[config.mk]
export PLATFORM = sky130hd
export DESIGN_NAME = bootstrap_eeprom_programmer
export DESIGN_NICKNAME = d
export VERILOG_FILES = /design/src/rtl/bootstrap_eeprom_programmer.sv
export SDC_FILE = /design/constraint.sdc
export NUM_CORES = 1
export LEC_CHECK = 0
export CORE_MARGIN = 2
export CORE_UTILIZATION = 34
export DETAILED_ROUTE_END_ITERATION = 10
export SYNTH_ARGS = -nofsm -noshare
export SYNTH_HDL_FRONTEND = slang
export SYNTH_SLANG_ARGS = --single-unit
[constraint.sdc]
create_clock -name CLK -period 6.05 [get_ports CLK]
set_input_delay 1.5125 -clock CLK [delete_from_list [all_inputs] [get_ports CLK]]
set_output_delay 1.5125 -clock CLK [all_outputs]
set_load 0.01 [all_outputs]
[src/rtl/bootstrap_eeprom_programmer.sv]
// Page-mode programmer for the bootstrap EEPROM socket.
// Takes a byte stream over valid/ready and writes it to consecutive EEPROM
// addresses starting at 0. Each byte is stored with one N_WE pulse
// (setup / low / hold). A page is committed, followed by the write-cycle
// wait, in any of these cases:
//   - the address crosses a page boundary,
//   - the host leaves a gap longer than the byte-load window,
//   - the final byte of the image is written,
//   - the top address has been written.
//
//   state   | meaning
//   --------+-----------------------------------------------------------
//   IDLE    | no page open, ready for the first byte of a page
//   SETUP   | address/data on the bus with N_CE low, N_WE still high
//   WE_LOW  | N_WE pulse low
//   HOLD    | N_WE high again, address/data held for the device
//   NEXT    | page open, waiting for the next byte within byte-load window
//   WAIT_WC | page committed, EEPROM internal write cycle in progress
//   DONE    | image complete, bus parked until reset
module bootstrap_eeprom_programmer #(
  parameter int ADDR_WIDTH   = 17,
  parameter int PAGE_BYTES   = 64,
  parameter int SETUP_CYCLES = 1,
  parameter int WE_CYCLES    = 4,
  parameter int HOLD_CYCLES  = 1,
  parameter int BLC_CYCLES   = 64,
  parameter int TWC_CYCLES   = 1024
) (
  input  logic                  CLK,
  input  logic                  RST,
  input  logic [7:0]            IN_DATA,
  input  logic                  IN_LAST,
  input  logic                  IN_VALID,
  output logic                  IN_READY,
  output logic [ADDR_WIDTH-1:0] ADDR,
  output logic [7:0]            DATA,
  output logic                  DATA_OE,
  output logic                  N_CE,
  output logic                  N_OE,
  output logic                  N_WE,
  output logic                  BUSY,
  output logic                  DONE
);

  // One shared down-counter serves every timed state, so it is sized
  // for the longest interval. Each state loads it with (cycles - 1).
  localparam int MAX_SW  = (SETUP_CYCLES > WE_CYCLES) ? SETUP_CYCLES : WE_CYCLES;
  localparam int MAX_HB  = (HOLD_CYCLES > BLC_CYCLES) ? HOLD_CYCLES : BLC_CYCLES;
  localparam int MAX_SWH = (MAX_SW > MAX_HB) ? MAX_SW : MAX_HB;
  localparam int CNT_MAX = (MAX_SWH > TWC_CYCLES) ? MAX_SWH : TWC_CYCLES;
  localparam int CNT_W   = (CNT_MAX > 1) ? $clog2(CNT_MAX) : 1;

  localparam logic [CNT_W-1:0] LD_SETUP = CNT_W'(SETUP_CYCLES - 1);
  localparam logic [CNT_W-1:0] LD_WE    = CNT_W'(WE_CYCLES - 1);
  localparam logic [CNT_W-1:0] LD_HOLD  = CNT_W'(HOLD_CYCLES - 1);
  localparam logic [CNT_W-1:0] LD_BLC   = CNT_W'(BLC_CYCLES - 1);
  localparam logic [CNT_W-1:0] LD_TWC   = CNT_W'(TWC_CYCLES - 1);

  localparam logic [ADDR_WIDTH-1:0] PAGE_MASK = ADDR_WIDTH'(PAGE_BYTES - 1);

  typedef enum logic [2:0] {
    S_IDLE,
    S_SETUP,
    S_WE_LOW,
    S_HOLD,
    S_NEXT,
    S_WAIT_WC,
    S_DONE
  } state_t;

  state_t                state_q;
  logic [CNT_W-1:0]      cnt_q;
  logic [ADDR_WIDTH-1:0] addr_q;
  logic [7:0]            data_q;
  logic                  data_oe_q;
  logic                  n_ce_q;
  logic                  n_we_q;
  logic                  in_ready_q;
  logic                  busy_q;
  logic                  done_q;
  logic                  last_q;
  logic                  wrap_q;

  logic [ADDR_WIDTH-1:0] addr_d;
  logic                  wrap_d;
  logic                  page_end_d;
  logic                  accept;
  logic                  cnt_tc;

  // Post-write address, wrap detection and page-boundary detection.
  always_comb begin
    addr_d     = addr_q + 1'b1;
    wrap_d     = &addr_q;
    page_end_d = ((addr_d & PAGE_MASK) == '0);
    accept     = IN_VALID && in_ready_q;
    cnt_tc     = (cnt_q == '0);
  end

  // Sequencer: state, timing counter and all registered bus outputs.
  always_ff @(posedge CLK or posedge RST) begin
    if (RST) begin
      state_q    <= S_IDLE;
      cnt_q      <= '0;
      addr_q     <= '0;
      data_q     <= '0;
      data_oe_q  <= 1'b0;
      n_ce_q     <= 1'b1;
      n_we_q     <= 1'b1;
      in_ready_q <= 1'b0;
      busy_q     <= 1'b0;
      done_q     <= 1'b0;
      last_q     <= 1'b0;
      wrap_q     <= 1'b0;
    end else begin
      case (state_q)
        S_IDLE: begin
          if (accept) begin
            data_q     <= IN_DATA;
            last_q     <= IN_LAST;
            in_ready_q <= 1'b0;
            n_ce_q     <= 1'b0;
            data_oe_q  <= 1'b1;
            busy_q     <= 1'b1;
            cnt_q      <= LD_SETUP;
            state_q    <= S_SETUP;
          end else begin
            // ready comes up on the first clock after reset release
            in_ready_q <= 1'b1;
          end
        end

        S_SETUP: begin
          if (cnt_tc) begin
            n_we_q  <= 1'b0;
            cnt_q   <= LD_WE;
            state_q <= S_WE_LOW;
          end else begin
            cnt_q <= cnt_q - 1'b1;
          end
        end

        S_WE_LOW: begin
          if (cnt_tc) begin
            n_we_q  <= 1'b1;
            cnt_q   <= LD_HOLD;
            state_q <= S_HOLD;
          end else begin
            cnt_q <= cnt_q - 1'b1;
          end
        end

        S_HOLD: begin
          if (cnt_tc) begin
            addr_q <= addr_d;
            wrap_q <= wrap_q | wrap_d;
            if (last_q || wrap_d || page_end_d) begin
              n_ce_q    <= 1'b1;
              data_oe_q <= 1'b0;
              cnt_q     <= LD_TWC;
              state_q   <= S_WAIT_WC;
            end else begin
              in_ready_q <= 1'b1;
              cnt_q      <= LD_BLC;
              state_q    <= S_NEXT;
            end
          end else begin
            cnt_q <= cnt_q - 1'b1;
          end
        end

        S_NEXT: begin
          if (accept) begin
            data_q     <= IN_DATA;
            last_q     <= IN_LAST;
            in_ready_q <= 1'b0;
            cnt_q      <= LD_SETUP;
            state_q    <= S_SETUP;
          end else if (cnt_tc) begin
            // host went quiet: close the page so the device commits it
            in_ready_q <= 1'b0;
            n_ce_q     <= 1'b1;
            data_oe_q  <= 1'b0;
            cnt_q      <= LD_TWC;
            state_q    <= S_WAIT_WC;
          end else begin
            cnt_q <= cnt_q - 1'b1;
          end
        end

        S_WAIT_WC: begin
          if (cnt_tc) begin
            busy_q <= 1'b0;
            if (last_q || wrap_q) begin
              done_q  <= 1'b1;
              state_q <= S_DONE;
            end else begin
              in_ready_q <= 1'b1;
              state_q    <= S_IDLE;
            end
          end else begin
            cnt_q <= cnt_q - 1'b1;
          end
        end

        S_DONE: begin
          in_ready_q <= 1'b0;
          busy_q     <= 1'b0;
          done_q     <= 1'b1;
          n_ce_q     <= 1'b1;
          n_we_q     <= 1'b1;
          data_oe_q  <= 1'b0;
        end

        default: begin
          in_ready_q <= 1'b0;
          busy_q     <= 1'b0;
          n_ce_q     <= 1'b1;
          n_we_q     <= 1'b1;
          data_oe_q  <= 1'b0;
          state_q    <= S_IDLE;
        end
      endcase
    end
  end

  assign IN_READY = in_ready_q;
  assign ADDR     = addr_q;
  assign DATA     = data_q;
  assign DATA_OE  = data_oe_q;
  assign N_CE     = n_ce_q;
  assign N_OE     = 1'b1;
  assign N_WE     = n_we_q;
  assign BUSY     = busy_q;
  assign DONE     = done_q;

endmodule

Word-level counts from Yosys, hierarchy flattened
Index checks and enable logic that the tools add are counted.
{ "op_classes": {"reduce_logical": 24, "add_sub_neg": 2, "n_mux": 43, "n_eq_ne": 19, "n_bitwise": 6} }
{ "ops": {"columns": ["operator", "n"], "rows": [
  ["$mux W10", 8],
  ["$pmux W10 S6", 1],
  ["$mux W3", 8],
  ["$ne A2 B2 Y1 const B", 12],
  ["$pmux W3 S7", 1],
  ["$mux W1", 19],
  ["$add A17 B1 Y17 const B", 1],
  ["$logic_not A17 Y1", 1],
  ["$reduce_and A17 Y1", 1],
  ["$reduce_and A3 Y1", 4],
  ["$reduce_and A6 Y1", 2],
  ["$logic_not A10 Y1", 1],
  ["$sub A10 B1 Y10 const B", 1],
  ["$eq A3 B3 Y1 const B", 3],
  ["$pmux W1 S4", 2],
  ["$reduce_or A4 Y1", 2],
  ["$reduce_and A7 Y1", 1],
  ["$eq A3 B2 Y1 const B", 2],
  ["$pmux W1 S3", 2],
  ["$reduce_bool A6 Y1", 1],
  ["$not A1 Y1", 5],
  ["$pmux W1 S5", 1],
  ["$reduce_and A2 Y1", 2],
  ["$reduce_or A2 Y1", 2],
  ["other kinds (9)", 11]
]} }
{ "totals": {"input_bits": 12, "regBits": 46, "out_inout_bits": 32} }

Logic depth before layout (Yosys ltp)
Gate-level depths: netlist of the first run.
{ "depth": {"depth_word": 6, "mapped_depth": 11} }

Worst setup path after synthesis of the first run
No wires, ideal clock.
{ "synth_timing": {"kind": "input to register", "startpoint": "input port IN_VALID", "endpoint": "register cnt_q[6]", "setup_slack_ns": 3.328, "path_stages": 5, "setup_time_ns": 0.083, "arrival_time_ns": 2.640, "path_cell_list": "nand2_1 nand2b_1 o31ai_1 a2111oi_0 a31oi_1"} }
{ "synth_via": {"elab_chain_len": 3, "elab_cells_between_ends": 5, "cone_classes": "eq/ne (1); mux (2); reduce/logical (2)"} }
{ "synth_rtl": {"columns": ["element", "line", "rtl"], "rows": [
  ["from (decl)", "33", "input logic IN_VALID,"],
  ["$logic_and A1 B1 Y1 (*)", "95", "accept = IN_VALID && in_ready_q;"],
  ["$mux W10 or $ne A2 B2 Y1 (tied branches)", null, null],
  ["$pmux W10 S6 or $reduce_and A3 Y1 (tied branches)", null, null],
  ["to (signal assigned)", "138", "cnt_q <= cnt_q - 1'b1;"],
  ["to (signal assigned)", "167", "cnt_q <= cnt_q - 1'b1;"],
  ["to (signal assigned)", "186", "cnt_q <= cnt_q - 1'b1;"],
  ["to (decl)", "72", "logic [CNT_W-1:0] cnt_q;"]
]} }
Mark *: on every way between the ends. The rest lies on a longest branch, timed or not.
A chain may end at the register's enable or synchronous reset.

Worst setup path after layout of the first run
{ "layout_timing": {"startpoint": "input port IN_VALID", "endpoint": "register cnt_q[9]"} }
The elaborated chain is that of the path after synthesis.

==> flow_metrics.tcl, run 1 <==
set metrics [dict create \
    status "complete, no violations" \
    yosys.area.top_type "dfrtp_1" \
    layout.cells.non_filler 425 \
    r2r_slack_ns 3.27 \
    vias_per_cell 5.18 \
    fin_crit_sh_pct 56.3 \
    nets 339 \
    synth_top_area_share_pct 41.9 \
    cts_root_buffer "clkbuf_8" \
    die_y_um 91.9 \
    ioPinCount 44 \
    grt_first_pass_wirelength_mm 10.1 \
    leakagePower_nw 1.42 \
    crit_type "primary input to flip-flop" \
    fp-row-count 32 \
    finalMaxSlewViolations 0 \
    core_um2 7610 \
    dpl.cell_count 417 \
    cp_data_required_time_ns 6.28 \
    critical_path_arrival_ns 3.63 \
    ant_nets 0 \
    synthTopCellsByCount "44 x dfrtp_1, 29 x nor2_1, 28 x nand2_1, 19 x a21oi_1, 18 x o21ai_0" \
    p_per_area_nw_per_um2 164 \
    skew_ns 0.0116 \
    yosysMostFrequentCell "dfrtp_1" \
    syn_to_final_growth_pct 22.4 \
    ys_async_sr_fraction_pct 100 \
    worstPathMaxFanout 10 \
    cts-resized-gates 0 \
    ys_seq_area_share_pct 43.9 \
    r2r-start "cnt_q[0]" \
    synthTopCellsByArea "dfrtp_1 42%, mux2_2 4.3%, nor2_1 4.1%" \
    gp_congestion 0.848 \
    setup_viol 0 \
    grt_overflow 0 \
    hp-class "flip-flop to flip-flop" \
    finalPower_mw 0.528 \
    cp-end-kind "flip-flop" \
    ys.flop_type "dfrtp_1" \
    drv_cap 0 \
    ys_warn_count 0 \
    rsz0062_at_grt "no" \
    cts_hold_buf 0 \
    dp_hpwl_mm 4.11 \
    clock.fmax_ghz 0.294 \
    cts_tree "yes" \
    critPathLaunchType "primary input" \
    finalWorstSetupSlack_ns 2.64 \
    syn-num-nets 303 \
    avgSynthCellArea_um2 9.18 \
    fin_tns_setup_ns 0 \
    drt_iter0_drc 91 \
    holdPathStages 2 \
    ctsLongestPathBuffers 2 \
    synth_edf_count 0 \
    tightest_slew_ns 1.18 \
    holdWs_ns 0.492 \
    ff2ff_path_depth 8 \
    antenna_cells 0 \
    grt_max_degree 47 \
    port_buffers 42 \
    ys_seq_elements 46 \
    via_count 2202 \
    fin_crit_ns 3.41 \
    max_slew_margin_pct 20.3 \
    drive_gt1_share_pct 9.91 \
    path_clk_slew_ns 0.10 \
    reg2reg_to "ADDR[10]" \
    synth_cells 286 \
    min_delay_worst_endpoint "N_CE" \
    finalHoldViolCount 0 \
    antenna_found_initial 0 \
    dp_slack_ns 2.31 \
    numCtsBuffers 5 \
    die_x_um 91.9 \
    dieArea_um2 8440 \
    finalWirelength_mm 5.87 \
    remaining_drc_errors 0 \
    cts_max_level 2 \
    initial_utilization_pct 34.5 \
    syn_area_um2 2630 \
    clock_latency_ns 0.31 \
    track_usage_pct 14.7 \
    worstHoldStart "N_CE" \
    firstDrtPassIters 4 \
    post_cts_buffers 0 \
    cts_sinks 46 \
    grt_pass1_vias 2096 \
    wl_per_cell_um 13.8 \
    ir_drop_mv 0.0918 \
    yosys.cell_types.count 54 \
]
critical path, stage by stage:
cell and delay [ns]:
clkdlybuf4s50_1 0.46, nand2_1 0.22, nand2b_1 0.13, o31ai_1 0.95, o21ai_0 0.19, o22ai_1 0.16
logic make-up after synthesis:
family	Yosys count	share of synthesized area, %
buf+inv	25	3.95
compound gates	77	18.8
mux	10	4.29
flops	46	43.9
fa+ha+maj	5	2.38
xor+xnor	15	5.29
other cells	1	0.143
simple gates	107	21.2
report_power, final:
part	internal (mW)	switching, mW
combinational	0.00621	0.00714
clock	0.0858	0.122
sequential	0.307	0
stage by stage:
stage	instance area [um^2]	utilization [%]
2_1_floorplan	2630	-
3_3_place_gp	3120	41.0
3_5_place_dp	3120	41.0
4_1_cts	3220	42.3
5_1_grt	3220	42.3
6_report	3220	42.3
worst max-delay path by stage:
stage,from,endpoint,depth (start not counted)
after floorplan,IN_VALID,cnt_q[6],5
after global placement,IN_VALID,cnt_q[8],6
after detailed placement,IN_VALID,cnt_q[9],6
after CTS,IN_VALID,cnt_q[9],6
after global routing,IN_VALID,cnt_q[5],6
final,IN_VALID,cnt_q[9],6
cells in the final DEF (no fill, tap or decap), types with 3 or more instances in the layout:
cell / Yosys / layout
nor3_1: 6 / 6
ha_1: 5 / 5
o21ai_0: 18 / 18
a31oi_1: 7 / 7
nand3_1: 11 / 11
nand4_1: 3 / 3
o22ai_1: 4 / 4
a21o_1: 7 / 7
o221ai_1: 3 / 3
nor2_1: 29 / 29
inv_1: 11 / 10
xor2_1: 4 / 4
dfrtp_1: 44 / 44
nand2b_1: 5 / 5
clkdlybuf4s50_1: 0 / 42
mux2_2: 10 / 10
nor3b_1: 3 / 3
nand2_1: 28 / 28
a21oi_1: 19 / 19
xnor2_1: 10 / 10
clkbuf_8: 0 / 5
layer usage:
metal | track usage (%) | vias up | share of wire (%)
met4 | 5.35 | 0 | 1.4
met3 | 3.12 | 7 | 4.8
met5 | 0 | - | 0
met1 | 20.1 | 1056 | 47
met2 | 22.9 | 48 | 47
li1 | - | 1091 | -
flip-flops by register name (all words and copies together), names as in the netlist, 3 cells and up:
| name | cells |
|---|---|
| state_q | 3 |
| cnt_q | 10 |
| ADDR | 17 |
| DATA | 8 |
layout make-up:
type | instances | area [um^2]
fillers | 774 | 4390
multi-input cells | 215 | 1370
repair buffers | 43 | 428
well taps | 102 | 128
clock buffers | 5 | 68.8
flip-flops and latches | 46 | 1150
clock inverters | 3 | 27.5
inverters | 11 | 41.3
No activity file was read; power rests on OpenSTA's default activity.
==> run 2: changes to the inputs <==
- clock period: 6.05 -> 3.38 ns (I/O delays scaled with it)
==> run 2 against run 1 <==
  * Wire length grew 3.4%
  * Via count grew 2.6%
  * Sequential share of layout area shrank 0.81 points
  * Worst setup slack lost 1.8 ns
  * Worst hold slack lost 0.024 ns
  * Total power grew 89%
  * Largest cell class unchanged
  * Sequential power grew 79%
  * Die area is the same
  * Cell count grew 1.9%
  * Critical path type is now flip-flop to flip-flop
  * Clock skew shrank 0.0061 ns
  * Global-route usage is essentially flat
  * Non-clock buffer count grew 8
==> flow_metrics.tcl, run 2 (same netlist as run 1, synthesis figures left out) <==
set metrics [dict create \
    status "complete, no violations" \
    drt_iter0_drc 180 \
    tightest_slew_ns 0.678 \
    cp-end-kind "flip-flop" \
    remaining_drc_errors 0 \
    crit_path_cell_trace "inv_1, ha_1, nor4b_4, and3_1, buf_4, a211o_1, a21oi_1, a2111oi_0, a31oi_1" \
    final_common_cell "dfrtp_1" \
    fin_crit_ns 2.52 \
    grt_max_degree 27 \
    nets 347 \
    cp_data_required_time_ns 3.56 \
    drv_cap 0 \
    path_clk_slew_ns 0.09 \
    track_usage_pct 14.6 \
    cts_tree "yes" \
    port_buffers 42 \
    wl_per_cell_um 14.0 \
    critPathCapture "cnt_q[8]" \
    multi_input_area_um2 1370 \
    syn_to_final_growth_pct 25.2 \
    place_area_um2 3180 \
    fp-row-count 32 \
    fin_tns_setup_ns 0 \
    final_area_um2 3290 \
    worstPathMaxFanout 11 \
    leakagePower_nw 1.46 \
    post_cts_buffers 0 \
    die_y_um 91.9 \
    gp_congestion 0.800 \
    setup_viol 0 \
    numCtsBuffers 5 \
    r2r_slack_ns 0.86 \
    grt_pass1_vias 2137 \
    ff2ff_path_depth 9 \
    ioPinCount 44 \
    dieArea_um2 8440 \
    antenna_cells 0 \
    cts_hold_buf 0 \
    firstDrtPassIters 4 \
    core_um2 7610 \
    crit_type "flip-flop to flip-flop" \
    startpoint "cnt_q[0]" \
    finalMaxSlewViolations 0 \
    finalHoldViolCount 0 \
    hp-class "flip-flop to flip-flop" \
    r2r-start "cnt_q[0]" \
    slowest_stage "dfrtp_1" \
    critical_path_arrival_ns 2.70 \
    skew_ns 0.00549 \
    finalWirelength_mm 6.07 \
    holdWs_ns 0.468 \
    cts-resized-gates 0 \
    ctsLongestPathBuffers 2 \
    fin_crit_sh_pct 74.7 \
    drive_gt1_share_pct 11.8 \
    critPathLaunchType "flip-flop" \
    fillCellCount 773 \
    clock.fmax_ghz 0.396 \
    grt_overflow 0 \
    holdPathStages 2 \
    via_count 2259 \
    antenna_found_initial 0 \
    cts_root_buffer "clkbuf_8" \
    die_x_um 91.9 \
    max_slew_margin_pct 54.7 \
    clock_latency_ns 0.30 \
    dp_slack_ns 0.716 \
    finalWorstSetupSlack_ns 0.857 \
    vias_per_cell 5.22 \
    largest_reg_flops 17 \
    ant_nets 0 \
    critical_path.max_stage_delay_ns 0.43 \
    fin_util_pct 43.2 \
    initial_utilization_pct 34.5 \
    grt_first_pass_wirelength_mm 10.1 \
    layout_common_cells "44 x dfrtp_1, 42 x clkdlybuf4s50_1, 29 x nor2_1" \
    reg2reg_to "cnt_q[8]" \
    cts_sinks 46 \
    rsz0062_at_grt "no" \
    p_per_area_nw_per_um2 303 \
    cts_max_level 2 \
    dp_hpwl_mm 4.37 \
    ir_drop_mv 0.165 \
    seq_area_um2 1150 \
]
==> run 2: changes by cell type in the layout (fill, tap and decap cells not counted), sizes merged <==
cell,previous run,this run
bufinv,0,1
inv,13,11
buf,1,9
clkbuf,5,6
==> run 2: worst min-delay path by stage <==
stage	slack, ns	endpoint	startpoint
2_1_floorplan	0.43	wrap_q	wrap_q
3_5_place_dp	0.45	wrap_q	wrap_q
3_3_place_gp	0.45	wrap_q	wrap_q
6_report	0.47	N_CE	N_CE
4_1_cts	0.47	wrap_q	wrap_q
5_1_grt	0.49	DONE	DONE
==> run 2: worst max-delay path: cells and delay by family, from the launching register on <==
kind	cells	cell delay, ns
AOI/OAI and AO/OA	4	0.74
and+or+nand+nor	2	0.63
DFF	1	0.43
buffers and inverters	2	0.41
adders and majority gates	1	0.18
==> run 2: final cells by class <==
class | instances | share of cell area (%)
Multi-Input combinational cell | 215 | 41.6
Sequential cell | 46 | 35.1
Timing Repair Buffer | 51 | 14.8
Tap cell | 102 | 3.88
Clock buffer | 6 | 2.21
Inverter | 11 | 1.26
Clock inverter | 2 | 1.14
==> run 2: per-stage QoR <==
step | instances | power (mW)
global placement | 425 | 0.588
global route | 433 | 1.04
floorplan | 286 | 0.570
detailed placement | 425 | 0.588
finish | 433 | 0.996
CTS | 433 | 1.01
==> run 2: where the power goes <==
| part | switching, mW | internal (mW) | total, mW | leakage, nW |
|---|---|---|---|---|
| registers | 0 | 0.550 | 0.550 | 0.589 |
| logic | 0.0137 | 0.0127 | 0.0263 | 0.819 |
| clock network | 0.199 | 0.221 | 0.420 | 0.0514 |
| total | 0.213 | 0.784 | 0.996 | 1.46 |
==> run 2: routing by layer <==
layer  track usage [%]  wire [um]  vias up
li1                  -          -     1111
met1              20.6       2900     1102
met2              22.9       2840       40
met3              3.78        276        6
met4              3.11         53        0
met5                 0          0        -
==> run 3: changes to the inputs <==
- clock period: 3.38 -> 2.5 ns (I/O delays scaled with it)
==> run 3 against run 2 <==
  * Clock power rose by 33%
  * Worst setup slack lost 0.71 ns
  * Global-route usage is 0.83 points higher
  * Final area is 3.8% higher
  * Total power increased by 34%
  * Sequential share of layout area fell by 1.3 points
  * Count of clock-buffer cells in the layout is the same
  * Sequential cell count stayed put
  * Cell count increased by 3.0%
  * Via count increased by 0.97%
  * Critical path type unchanged
  * Largest cell class unchanged
==> flow_metrics.tcl, run 3 (same netlist as run 1, synthesis figures left out) <==
set metrics [dict create \
    status "complete, no violations" \
    cp_data_required_time_ns 2.67 \
    rsz0062_at_grt "yes" \
    finalWirelength_mm 6.16 \
    grt_overflow 0 \
    fin_tns_setup_ns 0 \
    grt_first_pass_wirelength_mm 10.7 \
    die_x_um 91.9 \
    layout_common_cells "44 x dfrtp_1, 42 x clkdlybuf4s50_1, 28 x nand2_1, 28 x nor2_1, 21 x buf_4" \
    vias_per_cell 5.11 \
    cts-resized-gates 0 \
    sw_frac_of_total_pct 20.7 \
    ir_drop_mv 0.332 \
    finalHoldViolCount 0 \
    remaining_drc_errors 0 \
    ff2ff_path_depth 10 \
    cts_tree "yes" \
    min_delay_worst_endpoint "N_CE" \
    r2r_slack_ns 0.15 \
    max_slew_margin_pct 67.2 \
    antenna_found_initial 0 \
    seqPwrFrac_pct 55.6 \
    power.switching_mw 0.277 \
    track_usage_pct 15.5 \
    port_buffers 42 \
    fin_crit_sh_pct 94.1 \
    ioPinCount 44 \
    dpl.cell_count 438 \
    firstDrtPassIters 4 \
    crit_type "flip-flop to flip-flop" \
    cts_root_buffer "clkbuf_8" \
    via_count 2281 \
    power_frac_clock_pct 41.7 \
    place_area_um2 3290 \
    finalMaxSlewViolations 0 \
    grt_pass1_vias 2256 \
    die_y_um 91.9 \
    hp-class "flip-flop to flip-flop" \
    dieArea_um2 8440 \
    fp-row-count 32 \
    largest_reg_flops 17 \
    p_per_area_nw_per_um2 391 \
    cts_max_level 2 \
    holdWs_ns 0.463 \
    worstHoldStart "N_CE" \
    critical_path_arrival_ns 2.53 \
    fillCellCount 755 \
    fin_crit_ns 2.35 \
    gp_congestion 0.887 \
    drv_cap 0 \
    wl_per_cell_um 13.8 \
    worstPathMaxFanout 7 \
    reg2reg_to "cnt_q[8]" \
    ctsLongestPathBuffers 2 \
    power.internal_mw 1.06 \
    tightest_slew_ns 0.488 \
    grt_max_degree 30 \
    dp_slack_ns 0.113 \
    nets 360 \
    cts_hold_buf 0 \
    holdPathStages 2 \
    clock.fmax_ghz 0.425 \
    core_um2 7610 \
    power_frac_comb_pct 2.7 \
    cts_sinks 46 \
    clock_latency_ns 0.30 \
    initial_utilization_pct 34.5 \
    layout.cells.non_filler 446 \
    skew_ns 0.00280 \
    syn_to_final_growth_pct 30.1 \
    cp-end-kind "flip-flop" \
    antenna_cells 0 \
    setup_viol 0 \
    numCtsBuffers 5 \
    critPathLaunchType "flip-flop" \
    final_common_cell "dfrtp_1" \
    r2r-start "ADDR[1]" \
    drive_gt1_share_pct 16.3 \
    ant_nets 0 \
    post_cts_buffers 0 \
    finalWorstSetupSlack_ns 0.148 \
    path_clk_slew_ns 0.09 \
    leakagePower_nw 1.53 \
    drt_iter0_drc 139 \
    final_area_um2 3420 \
    dp_hpwl_mm 4.48 \
]
==> run 3: how the worst max path moves through the flow <==
| stage | startpoint | cells past startpoint | slack, ns | to |
|---|---|---|---|---|
| after CTS | ADDR[1] | 10 | 0.10 | cnt_q[6] |
| after global placement | ADDR[1] | 10 | 0.17 | cnt_q[6] |
| after detailed placement | ADDR[1] | 10 | 0.11 | cnt_q[6] |
| after floorplan | ADDR[7] | 10 | 0.29 | IN_READY |
| after global routing | ADDR[1] | 10 | -0.007 | cnt_q[8] |
| final | ADDR[1] | 10 | 0.15 | cnt_q[8] |
==> run 3: power groups by stage <==
stage | clock (mW) | sequential (mW) | combinational [mW]
2_1_floorplan | 0 | 0.758 | 0.0128
3_3_place_gp | 0 | 0.758 | 0.0377
3_5_place_dp | 0 | 0.758 | 0.0376
4_1_cts | 0.574 | 0.743 | 0.0380
5_1_grt | 0.611 | 0.744 | 0.0412
6_report | 0.557 | 0.743 | 0.0360
==> run 3: critical path: stages, from the launching register on <==
cell and delay [ns]:
dfrtp_1 0.46, ha_1 0.27, nand3_1 0.13, nor2_1 0.08
and3_1 0.16, ha_1 0.21, nor2_1 0.13, a21oi_1 0.09
a21o_1 0.24, a2111oi_1 0.39, a31oi_1 0.07
==> run 3: metrics by stage <==
stage / total power, mW / utilization [%]
3_5_place_dp: 0.796 / 43.2
2_1_floorplan: 0.771 / -
6_report: 1.34 / 44.9
5_1_grt: 1.40 / 44.9
4_1_cts: 1.36 / 44.7
3_3_place_gp: 0.796 / 43.2
==> run 3: cell type report <==
cell class / count / area [um^2] / share of cell area (%)
multi-input cells: 215 / 1390 / 40.5
clock inverters: 2 / 37.5 / 1.10
clock buffers: 6 / 72.6 / 2.12
flip-flops and latches: 46 / 1150 / 33.8
well taps: 102 / 128 / 3.74
inverters: 11 / 41.3 / 1.21
repair buffers: 64 / 598 / 17.5
==> run 3: metal layers <==
metal / share of wire (%) / track usage (%)
met4: 0.81 / 4.23
met2: 48 / 24.6
met1: 46 / 20.5
met3: 5.0 / 4.68
met5: 0 / 0
